**src/rtl/muxdff_scan_if.sv**
```systemverilog
// Bus bundle for muxdff_scan: packed channel data, select/mode/hold controls and registered outputs.
// The master modport is the driving side; the slave modport is the selector itself.
interface muxdff_scan_if #(
  parameter int WIDTH    = 8,
  parameter int CHANNELS = 4
);
  localparam int SEL_W = $clog2(CHANNELS);

  logic [CHANNELS*WIDTH-1:0] d_i;
  logic [SEL_W-1:0]          sel_i;
  logic                      mode_i;
  logic                      hold_i;
  logic [WIDTH-1:0]          q_o;
  logic [SEL_W-1:0]          qChan_o;
  logic                      qValid_o;
  logic                      wrap_o;
  logic                      err_o;

  modport master (
    output d_i, sel_i, mode_i, hold_i,
    input  q_o, qChan_o, qValid_o, wrap_o, err_o
  );

  modport slave (
    input  d_i, sel_i, mode_i, hold_i,
    output q_o, qChan_o, qValid_o, wrap_o, err_o
  );
endinterface

```
**src/rtl/muxdff_scan.sv**
```systemverilog
// Registered N-channel W-bit selector with manual select or round-robin scan of programmable dwell.
// The scanner (SCAN state, dwell counter, scan pointer, Wrap) is compiled in only with MUXDFF_SCAN_EN.
module muxdff_scan #(
  parameter int WIDTH    = 8,
  parameter int CHANNELS = 4,
  parameter int DWELL    = 16
) (
  input  logic         clk,
  input  logic         rst_n,
  muxdff_scan_if.slave bus
);
  localparam int SEL_W = $clog2(CHANNELS);

  typedef enum logic [1:0] {
    IDLE,
    MANUAL,
    SCAN
  } state_e;

  state_e           state_q, state_d;
  logic [WIDTH-1:0] q_q, q_d;
  logic [SEL_W-1:0] qChan_q, qChan_d;
  logic             qValid_q, qValid_d;
  logic             wrap_q, wrap_d;
  logic             err_q, err_d;
  logic             selInRange;
  logic             scanReq;

  function automatic logic [WIDTH-1:0] chanWord(
    input logic [CHANNELS*WIDTH-1:0] d,
    input logic [SEL_W-1:0]          idx
  );
    chanWord = '0;
    for (int k = 0; k < CHANNELS; k++) begin
      if (idx == SEL_W'(k)) begin
        chanWord = d[k*WIDTH +: WIDTH];
      end
    end
  endfunction

  assign selInRange = (int'(bus.sel_i) < CHANNELS);

`ifdef MUXDFF_SCAN_EN
  localparam int CNT_W = (DWELL > 1) ? $clog2(DWELL) : 1;

  logic [SEL_W-1:0] chan_q, chan_d;
  logic [CNT_W-1:0] cnt_q, cnt_d;
  logic [SEL_W-1:0] curChan;
  logic [CNT_W-1:0] curCnt;

  assign scanReq = bus.mode_i;
`else
  logic unusedCfg;

  assign scanReq   = 1'b0;
  assign unusedCfg = ^{bus.mode_i, 32'(DWELL)};
`endif

  // Hold wins over everything; otherwise Mode picks scan or manual capture on every edge,
  // including the edge that leaves IDLE.
  always_comb begin
    state_d  = state_q;
    q_d      = q_q;
    qChan_d  = qChan_q;
    qValid_d = qValid_q;
    wrap_d   = 1'b0;
    err_d    = 1'b0;
`ifdef MUXDFF_SCAN_EN
    chan_d   = chan_q;
    cnt_d    = cnt_q;
    curChan  = chan_q;
    curCnt   = cnt_q;
`endif
    if (!bus.hold_i) begin
      if (scanReq) begin
`ifdef MUXDFF_SCAN_EN
        state_d = SCAN;
        // Entering scan restarts at channel 0; landing back on channel 0 with a fresh
        // dwell while already scanning can only follow a wrap, so that capture flags Wrap.
        if (state_q != SCAN) begin
          curChan = '0;
          curCnt  = '0;
        end else if ((chan_q == '0) && (cnt_q == '0)) begin
          wrap_d = 1'b1;
        end
        q_d      = chanWord(bus.d_i, curChan);
        qChan_d  = curChan;
        qValid_d = 1'b1;
        if (curCnt == CNT_W'(DWELL - 1)) begin
          cnt_d  = '0;
          chan_d = (curChan == SEL_W'(CHANNELS - 1)) ? '0 : curChan + SEL_W'(1);
        end else begin
          cnt_d  = curCnt + CNT_W'(1);
        end
`endif
      end else begin
        state_d = MANUAL;
        if (selInRange) begin
          q_d      = chanWord(bus.d_i, bus.sel_i);
          qChan_d  = bus.sel_i;
          qValid_d = 1'b1;
        end else begin
          err_d    = 1'b1;
        end
      end
    end
  end

  always_ff @(posedge clk or negedge rst_n) begin
    if (!rst_n) begin
      state_q  <= IDLE;
      q_q      <= '0;
      qChan_q  <= '0;
      qValid_q <= 1'b0;
      wrap_q   <= 1'b0;
      err_q    <= 1'b0;
    end else begin
      state_q  <= state_d;
      q_q      <= q_d;
      qChan_q  <= qChan_d;
      qValid_q <= qValid_d;
      wrap_q   <= wrap_d;
      err_q    <= err_d;
    end
  end

`ifdef MUXDFF_SCAN_EN
  always_ff @(posedge clk or negedge rst_n) begin
    if (!rst_n) begin
      chan_q <= '0;
      cnt_q  <= '0;
    end else begin
      chan_q <= chan_d;
      cnt_q  <= cnt_d;
    end
  end
`endif

  assign bus.q_o      = q_q;
  assign bus.qChan_o  = qChan_q;
  assign bus.qValid_o = qValid_q;
  assign bus.err_o    = err_q;
`ifdef MUXDFF_SCAN_EN
  assign bus.wrap_o   = wrap_q;
`else
  assign bus.wrap_o   = 1'b0;
`endif

endmodule
```
**src/flat_wrapper.sv**
```systemverilog
// flat-port wrapper written by rule: the top's interface ports become plain ports
module muxdff_scan_flat 
#(
  parameter int WIDTH    = 8,
  parameter int CHANNELS = 4,
  parameter int DWELL    = 16
)
  (clk, rst_n, bus_d_i, bus_sel_i, bus_mode_i, bus_hold_i, bus_q_o, bus_qChan_o, bus_qValid_o, bus_wrap_o, bus_err_o);
  muxdff_scan_if #(.WIDTH(WIDTH), .CHANNELS(CHANNELS)) bus_i ();
  input  logic clk;
  input  logic rst_n;
  input wire logic [$bits(bus_i.d_i)-1:0] bus_d_i;
  input wire logic [$bits(bus_i.sel_i)-1:0] bus_sel_i;
  input wire logic [$bits(bus_i.mode_i)-1:0] bus_mode_i;
  input wire logic [$bits(bus_i.hold_i)-1:0] bus_hold_i;
  output wire logic [$bits(bus_i.q_o)-1:0] bus_q_o;
  output wire logic [$bits(bus_i.qChan_o)-1:0] bus_qChan_o;
  output wire logic [$bits(bus_i.qValid_o)-1:0] bus_qValid_o;
  output wire logic [$bits(bus_i.wrap_o)-1:0] bus_wrap_o;
  output wire logic [$bits(bus_i.err_o)-1:0] bus_err_o;
  assign bus_i.d_i = bus_d_i;
  assign bus_i.sel_i = bus_sel_i;
  assign bus_i.mode_i = bus_mode_i;
  assign bus_i.hold_i = bus_hold_i;
  assign bus_q_o = bus_i.q_o;
  assign bus_qChan_o = bus_i.qChan_o;
  assign bus_qValid_o = bus_i.qValid_o;
  assign bus_wrap_o = bus_i.wrap_o;
  assign bus_err_o = bus_i.err_o;
  muxdff_scan #(.WIDTH(WIDTH), .CHANNELS(CHANNELS), .DWELL(DWELL)) u_core (.clk(clk), .rst_n(rst_n), .bus(bus_i));
endmodule
```
**config.mk**
```make
export PLATFORM = sky130hd
export DESIGN_NAME = muxdff_scan_flat
export DESIGN_NICKNAME = d
export VERILOG_FILES = /design/src/rtl/muxdff_scan_if.sv /design/src/rtl/muxdff_scan.sv /design/src/flat_wrapper.sv
export SDC_FILE = /design/constraint.sdc
export NUM_CORES = 1
export LEC_CHECK = 0
export ABC_AREA = 1
export CAP_MARGIN = 30
export CORE_AREA = 2 2 49 51
export DETAILED_ROUTE_END_ITERATION = 10
export DIE_AREA = 0 0 51 53
export GPL_TIMING_DRIVEN = 0
export PLACE_DENSITY = 0.74
export SLEW_MARGIN = 20
export SYNTH_ARGS = -nofsm -noshare
export SYNTH_HDL_FRONTEND = slang
export SYNTH_SLANG_ARGS = --single-unit
export TNS_END_PERCENT = 100
```
**constraint.sdc**
```tcl
create_clock -name clk -period 0.8 [get_ports clk]
set_input_delay 0.16 -clock clk [delete_from_list [all_inputs] [get_ports clk]]
set_output_delay 0.16 -clock clk [all_outputs]
set_load 0.01 [all_outputs]
```
# == Word-level counts from Yosys, hierarchy flattened ==
# Index checks and enable logic that the tools add are counted.
# word_totals
ff_bits,11
latchBits,0
ramBits,0
mem_bits_ro,0
inputBits,38
out_inout_bits,13
elab_cells,11
mem_count,0
# op_classes
n_addsub,0
mul,0
div_mod_pow,0
n_lt_le_gt_ge,0
eq_ne,3
shift,0
mux,4
n_bitwise,0
reduce_logical,1
# op_table
cell,n
$mux W8,4
$eq A2 B2 Y1 const B,2
$eq A2 B1 Y1 const B,1
$logic_not A2 Y1,1

# == Logic depth before layout (Yosys ltp) ==
# Gate-level depths: netlist of run 1.
# depth
word_depth,5
ltp_mapped,5

# == Worst setup path after synthesis of run 1 ==
# OpenSTA, ideal clock, no wires.
# synth_path
path_type,input to register
from,input port bus_sel_i[0]
to,register u_core.q_q[4] (netlist: u_core.bus.q_o[4])
setup_ns,0.116
arrival_ns,0.614
setup_slack_ns,0.070
path_stages,5
path_cell_list,buf_2 o21ai_0 nand3_1 nand2_1 nand2_1
# synth_via
elab_chain_len,5
word_cells_on_any_way,8
# synth_rtl
item,line,rtl
"start, declared",flat_wrapper.sv:13,input wire logic [$bits(bus_i.sel_i)-1:0] bus_sel_i;
$logic_not A2 Y1,muxdff_scan.sv:35,if (idx == SEL_W'(k)) begin
$mux W8 (3 in a row),muxdff_scan.sv:35,
$mux W8 *,muxdff_scan.sv:35,
"end signal, assigned",muxdff_scan.sv:119,q_q <= q_d;
"end, declared",muxdff_scan.sv:21,"logic [WIDTH-1:0] q_q, q_d;"
# Mark *: on every way between the ends. The rest lies on a longest branch, timed or not.
# A chain may end at the register's enable or synchronous reset.

# == Final worst setup path of run 1 ==
# layout_path
from,register u_core.q_q[7] (netlist: u_core.bus.q_o[7])
to,output port bus_q_o[7]
# layout_rtl
item,line,rtl
"end, declared",flat_wrapper.sv:16,output wire logic [$bits(bus_i.q_o)-1:0] bus_q_o;
# No word-level cell between the ends.

==> results.yml, run 1 <==
placement:
  place_ws_ns: -0.612
  detailed_place.area_um2: 1160
  place.gp.congestion: 0.780
  place_hpwl_um: 1610
  place.port_buffers: 47
logic_synthesis:
  synth_seq_area_share_pct: 42.1
  avgSynthCellArea_um2: 6.54
  number_of_standard_cells_after_synthesis: 100
  mappedNetlistArea_um2: 654
  yosys_warning_count: 0
  ys_ff_latch: 11
  synth_cell_types: 11
setup_path:
  critPathRequiredTime_ns: 0.64
  setup.worst_path.end_class: "output pin"
  worst_ep_arrival_time_ns: 0.80
  worst-path-buf-inv: 1
  reg2reg_depth: 4
  cpMaxStageDelayCell: "sky130_fd_sc_hd__dfrtp_1"
  max_stage_delay_on_crit_path_ns: 0.39
  regToRegStartpoint: "u_core.bus.q_o[0]"
  ff2ff_setup_slack_ns: -0.02
  cells_traversed_along_the_worst_timing_path: "buf_2"
  worst_r2r_dst: "u_core.bus.q_o[0]"
  path_class: "reg2out"
  timing.critical_path.from_type: "flop"
  critical-path-top-delay-family: "flip-flops"
  critPathMaxFanout: 2
routing:
  dr.first_iter.drc_count: 12
  routed_wirelength_um: 2080
  residual_antenna_violating_net_count_after_detailed_routing: 0
  detail_route.wl_per_cell_um: 11.1
  firstDrtPassIters: 4
  route.detailed.vias_per_inst: 4.50
  detailroute.via_count: 846
  remaining_drc_errors: 0
floorplan:
  die_width_um: 51
  die_area_um2: 2700
  die_height_um: 53
  io-pin-count: 51
  fp-row-count: 17
  floorplan.initialDensity_pct: 30.5
  core_region_area_um2: 2150
pwr:
  power.share.switching_pct: 27.9
  share_seq_of_total_power_pct: 40.8
  ir_drop_v: 0.000595
  fin_total_pwr_mw: 1.58
  logic_pwr_share_pct: 35.8
  power.density_cell_area_nw_per_um2: 1280
  power_leakage_nw: 0.615
  internal_power_mw: 1.14
  clock_share_of_power_pct: 23.4
  netSwitchingPower_mw: 0.440
cts:
  cts-buffers-inserted: 3
  numClockSinks: 11
  cts_root_buf: "sky130_fd_sc_hd__clkbuf_4"
  cts_clock_pin_slew_for_the_worst_setup_and_hold_paths_ns: 0.07
  clock_latency_ns: 0.26
  htree_num_levels: 1
  cts_hold_repair.buffers: 0
  clock_path_buffers: 2
  clock_tree_from_tritoncts: "yes"
global_routing:
  grt_first_pass_wirelength_um: 3300
  pin_count_of_the_biggest_net_entering_global_routing: 12
  vias_in_the_first_global_route: 760
  globalRouteOverflowTotal: 0
  grt_use_total_pct: 16.7
  number_of_antenna_violations_at_the_first_check_in_global_routing: 0
layout:
  layout-area-overhead-vs-synth_pct: 88.7
  layout-drive-gt1-share_pct: 21.9
  antenna_cells_inserted: 0
  post-route-util_pct: 57.5
  multiInputGateArea_um2: 354
  final_nets: 199
  ff_latch_area_um2: 275
  final_cell_area_um2: 1230
  num-fill-cells: 208
timing:
  timing.fmax_mhz: 1050
  count_of_pins_over_their_slew_limit: 0
  hold_viol: 0
  clock-skew-final_ns: 0
  final.setup.tns_ns: -1.57
  period_minus_slack_ns: 0.956
  unrepaired_setup_endpoints_after_global_routing: "true"
  final.period_utilization_pct: 119
  final_critical_path_setup_slack_ns: -0.156
  finalSetupViolations: 12
outcome:
  outcome: "finished with violations"
  failed_checks: "setup timing"
job:
  drv_cap: 0
min_path:
  hold_path_class: "in2async"
-- metal layers --
metal  vias up  GRT usage, %  routed length (µm)
met5         -             0                   0
met4         0          8.11                   0
met3         0          3.11                 154
met1       378          19.6                 902
li1        438             -                   -
met2        30          29.0                1020
-- cell usage in the layout, fill, tap and decap left out --
master                            count
sky130_fd_sc_hd__nand2_2              4
sky130_fd_sc_hd__o21ai_0              4
sky130_fd_sc_hd__clkbuf_8             1
sky130_fd_sc_hd__buf_2               13
sky130_fd_sc_hd__dlygate4sd2_1        1
sky130_fd_sc_hd__clkdlybuf4s50_1     32
sky130_fd_sc_hd__clkbuf_4             5
sky130_fd_sc_hd__nand3_1             16
sky130_fd_sc_hd__conb_1               2
sky130_fd_sc_hd__buf_4                7
sky130_fd_sc_hd__nor2_4               1
sky130_fd_sc_hd__nor2_1              16
sky130_fd_sc_hd__inv_1                3
sky130_fd_sc_hd__nand2_1             32
sky130_fd_sc_hd__clkbuf_1             1
sky130_fd_sc_hd__dfrtp_1             11
sky130_fd_sc_hd__buf_6                4
sky130_fd_sc_hd__dlymetal6s2s_1       1
sky130_fd_sc_hd__o21ai_1              6
-- power groups by stage --
stage          registers, mW  logic (mW)  clock network (mW)
6_report               0.643       0.564               0.369
4_1_cts                0.639       0.534               0.377
5_1_grt                0.646       0.621               0.390
3_5_place_dp           0.654       0.526                   0
2_1_floorplan          0.681       0.154                   0
3_3_place_gp           0.652       0.519                   0
-- kinds of logic after synthesis --
family / share of synthesized area (%)
AND/OR/NAND/NOR: 43.0
flip-flops: 42.1
AO/OA/AOI/OAI: 7.65
buffers and inverters: 6.69
other: 0.573
-- state kept, by name, summed over array words and instances, names as in the netlist --
name	count
u_core.bus.q_o	8
u_core.bus.qChan_o	2
u_core.bus.qValid_o	1
-- stage by stage --
stage | hold slack (ns) | cells
after floorplan | -0.136 | 101
after global routing | 0.255 | 188
after detailed placement | 0.446 | 176
final | 0.217 | 188
after CTS | 0.231 | 186
after global placement | 0.438 | 176
-- cells in the mapped netlist, drive strengths merged --
master,instances,share of area (%)
dfrtp,11,42
buf,4,3.8
nor2,17,10
clkbuf,2,1.1
nand2,36,21
o21ai,10,7.6
conb,1,0.57
nand3,16,12
inv,3,1.7
-- worst reg2reg max path: cells and delay by family, from the launching register on --
| family | cells | cell delay, ns |
|---|---|---|
| DFF | 1 | 0.38 |
| buffers and inverters | 2 | 0.25 |
| and+or+nand+nor | 2 | 0.09 |
-- worst max path at each step --
| stage | slack, ns | to | cells after the start | from |
|---|---|---|---|---|
| floorplan | 0.07 | u_core.bus.q_o[4] | 5 | bus_sel_i[0] |
| global placement | -0.59 | u_core.bus.q_o[7] | 6 | bus_sel_i[0] |
| detailed placement | -0.61 | u_core.bus.q_o[4] | 6 | bus_sel_i[0] |
| CTS | -0.16 | bus_qChan_o[1] | 1 | u_core.bus.qChan_o[1] |
| global route | -0.17 | bus_qChan_o[1] | 1 | u_core.bus.qChan_o[1] |
| finish | -0.16 | bus_q_o[7] | 1 | u_core.bus.q_o[7] |
-- cell type report --
cell class | instances | area share, %
Timing Repair Buffer | 55 | 38.4
Sequential cell | 11 | 22.3
Buffer | 6 | 4.76
Inverter | 3 | 0.912
Tap cell | 28 | 2.84
Clock buffer | 4 | 2.13
Multi-Input combinational cell | 81 | 28.7
-- repair_timing --
action	CTS	global route
gates resized for setup	62	16
pin swaps	0	8
endpoints found under the setup margin	22	17
hold endpoints to repair	0	0
buffers inserted	5	4
cloned	1	0
(Power assumes the default switching activity.)
==> run 2: changes to the inputs <==
==> constraint.sdc (replaced) <==
create_clock -name clk -period 0.9 [get_ports clk]
set_input_delay 0.18 -clock clk [delete_from_list [all_inputs] [get_ports clk]]
set_output_delay 0.18 -clock clk [all_outputs]
set_load 0.01 [all_outputs]
==> run 2 against run 1 <==
Against the previous run:
- the flow still finishes with violations (setup timing)
- via count grew 1.1%
- worst hold slack gained 0.013 ns
- largest cell class unchanged
- sequential share of layout area shrank 0.068 points
- critical endpoint unchanged
==> results.yml, run 2 (synthesized netlist as in run 1, its figures left out) <==
outcome:
  outcome: "finished with violations"
  failed_checks: "setup timing"
timing:
  final.period_utilization_pct: 109
  timing.fmax_mhz: 1020
  hold_slack_ns: 0.230
  finalSetupViolations: 11
  unrepaired_setup_endpoints_after_global_routing: "true"
  clock-skew-final_ns: 0
  final_critical_path_setup_slack_ns: -0.0846
  count_of_pins_over_their_slew_limit: 0
  hold_viol: 0
  period_minus_slack_ns: 0.985
global_routing:
  vias_in_the_first_global_route: 739
  grt_use_total_pct: 16.1
  grt_first_pass_wirelength_um: 3170
  pin_count_of_the_biggest_net_entering_global_routing: 12
  globalRouteOverflowTotal: 0
  number_of_antenna_violations_at_the_first_check_in_global_routing: 0
setup_path:
  cp-startpoint: "u_core.bus.q_o[7]"
  worst-path-buf-inv: 1
  worst_ep_arrival_time_ns: 0.80
  cpMaxStageDelayCell: "sky130_fd_sc_hd__dfrtp_1"
  max_stage_delay_on_crit_path_ns: 0.39
  timing.critical_path.from_type: "flop"
  critical-path-top-delay-family: "flip-flops"
  regToRegStartpoint: "u_core.bus.q_o[4]"
  critPathRequiredTime_ns: 0.72
  path_class: "reg2out"
  setup.worst_path.end_class: "output pin"
  critPathMaxFanout: 2
  cells_traversed_along_the_worst_timing_path: "buf_2"
cts:
  cts_hold_repair.buffers: 0
  clock_latency_ns: 0.27
  clock_tree_from_tritoncts: "yes"
  htree_num_levels: 1
  cts_clock_pin_slew_for_the_worst_setup_and_hold_paths_ns: 0.07
  clock_path_buffers: 2
  numClockSinks: 11
  cts-buffers-inserted: 3
  cts_root_buf: "sky130_fd_sc_hd__clkbuf_4"
placement:
  place_hpwl_um: 1610
  detailed_place.area_um2: 1160
  place_ws_ns: -0.532
  place.gp.congestion: 0.780
  place.port_buffers: 47
routing:
  detail_route.wl_per_cell_um: 11.1
  remaining_drc_errors: 0
  route.detailed.vias_per_inst: 4.52
  detailroute.via_count: 855
  dr.first_iter.drc_count: 21
  firstDrtPassIters: 4
  routed_wirelength_um: 2090
  residual_antenna_violating_net_count_after_detailed_routing: 0
floorplan:
  floorplan.initialDensity_pct: 30.5
  fp-row-count: 17
  die_width_um: 51
  die_height_um: 53
  core_region_area_um2: 2150
  io-pin-count: 51
  die_area_um2: 2700
layout:
  layout-area-overhead-vs-synth_pct: 89.3
  ff_latch_area_um2: 275
  num-fill-cells: 213
  final_nets: 200
  layout-drive-gt1-share_pct: 20.5
  post-route-util_pct: 57.7
  largest_register_ffs: 8
  multiInputGateArea_um2: 347
  antenna_cells_inserted: 0
  mostFrequentLayoutCells: "sky130_fd_sc_hd__nand2_1 (35), sky130_fd_sc_hd__clkdlybuf4s50_1 (33), sky130_fd_sc_hd__nand3_1 (16), sky130_fd_sc_hd__nor2_1 (16), sky130_fd_sc_hd__buf_4 (12)"
  final_cell_area_um2: 1240
  final_common_cell: "sky130_fd_sc_hd__nand2_1"
pwr:
  power.density_cell_area_nw_per_um2: 1140
  power_leakage_nw: 0.616
  fin_total_pwr_mw: 1.41
  ir_drop_v: 0.000514
job:
  drv_cap: 0
min_path:
  hold_path_class: "in2async"
run 2: timing repair:
item,in CTS,in global routing
setup endpoints to repair,22,20
resized for setup,58,9
pin swaps,0,1
setup buffers,5,4
run 2: area by class of cell:
class | instances | share of cell area, %
Timing Repair Buffer | 56 | 39.4
Multi-Input combinational cell | 81 | 28.0
Sequential cell | 11 | 22.2
Buffer | 6 | 4.55
Tap cell | 28 | 2.83
Clock buffer | 4 | 2.12
Inverter | 3 | 0.909
run 2: worst paths after layout:
| check | end | slack, ns | cells after the start |
|---|---|---|---|
| worst max-delay path | bus_q_o[7] | -0.08 | 1 |
| worst min-delay path | u_core.bus.q_o[0] | 0.23 | 1 |
| worst max register to register | u_core.bus.q_o[4] | 0.07 | 4 |
| worst min register to register | u_core.bus.qValid_o | 0.45 | 2 |
| max in group asynchronous | u_core.bus.q_o[6] | 0.34 | 1 |
| min in group clk | u_core.bus.q_o[0] | 0.25 | 4 |
run 2: per-layer routing:
layer | vias up | global-route usage [%] | share of wire [%]
li1 | 436 | - | -
met1 | 379 | 19.1 | 43
met2 | 36 | 27.7 | 47
met3 | 4 | 2.82 | 7.6
met4 | 0 | 8.11 | 1.9
met5 | - | 0 | 0
run 2: power breakdown:
| part | total [mW] | leakage [nW] | internal [mW] | switching (mW) |
|---|---|---|---|---|
| registers | 0.569 | 0.132 | 0.545 | 0.0237 |
| logic | 0.504 | 0.470 | 0.298 | 0.206 |
| clock network | 0.339 | 0.0150 | 0.172 | 0.167 |
| total | 1.41 | 0.616 | 1.01 | 0.397 |
run 2: stage by stage:
step                      cells  TNS, ns
final                       189   -0.717
after global routing        189   -0.841
after CTS                   185   -0.708
after detailed placement    176    -6.77
after global placement      176    -6.60
after floorplan             101        0
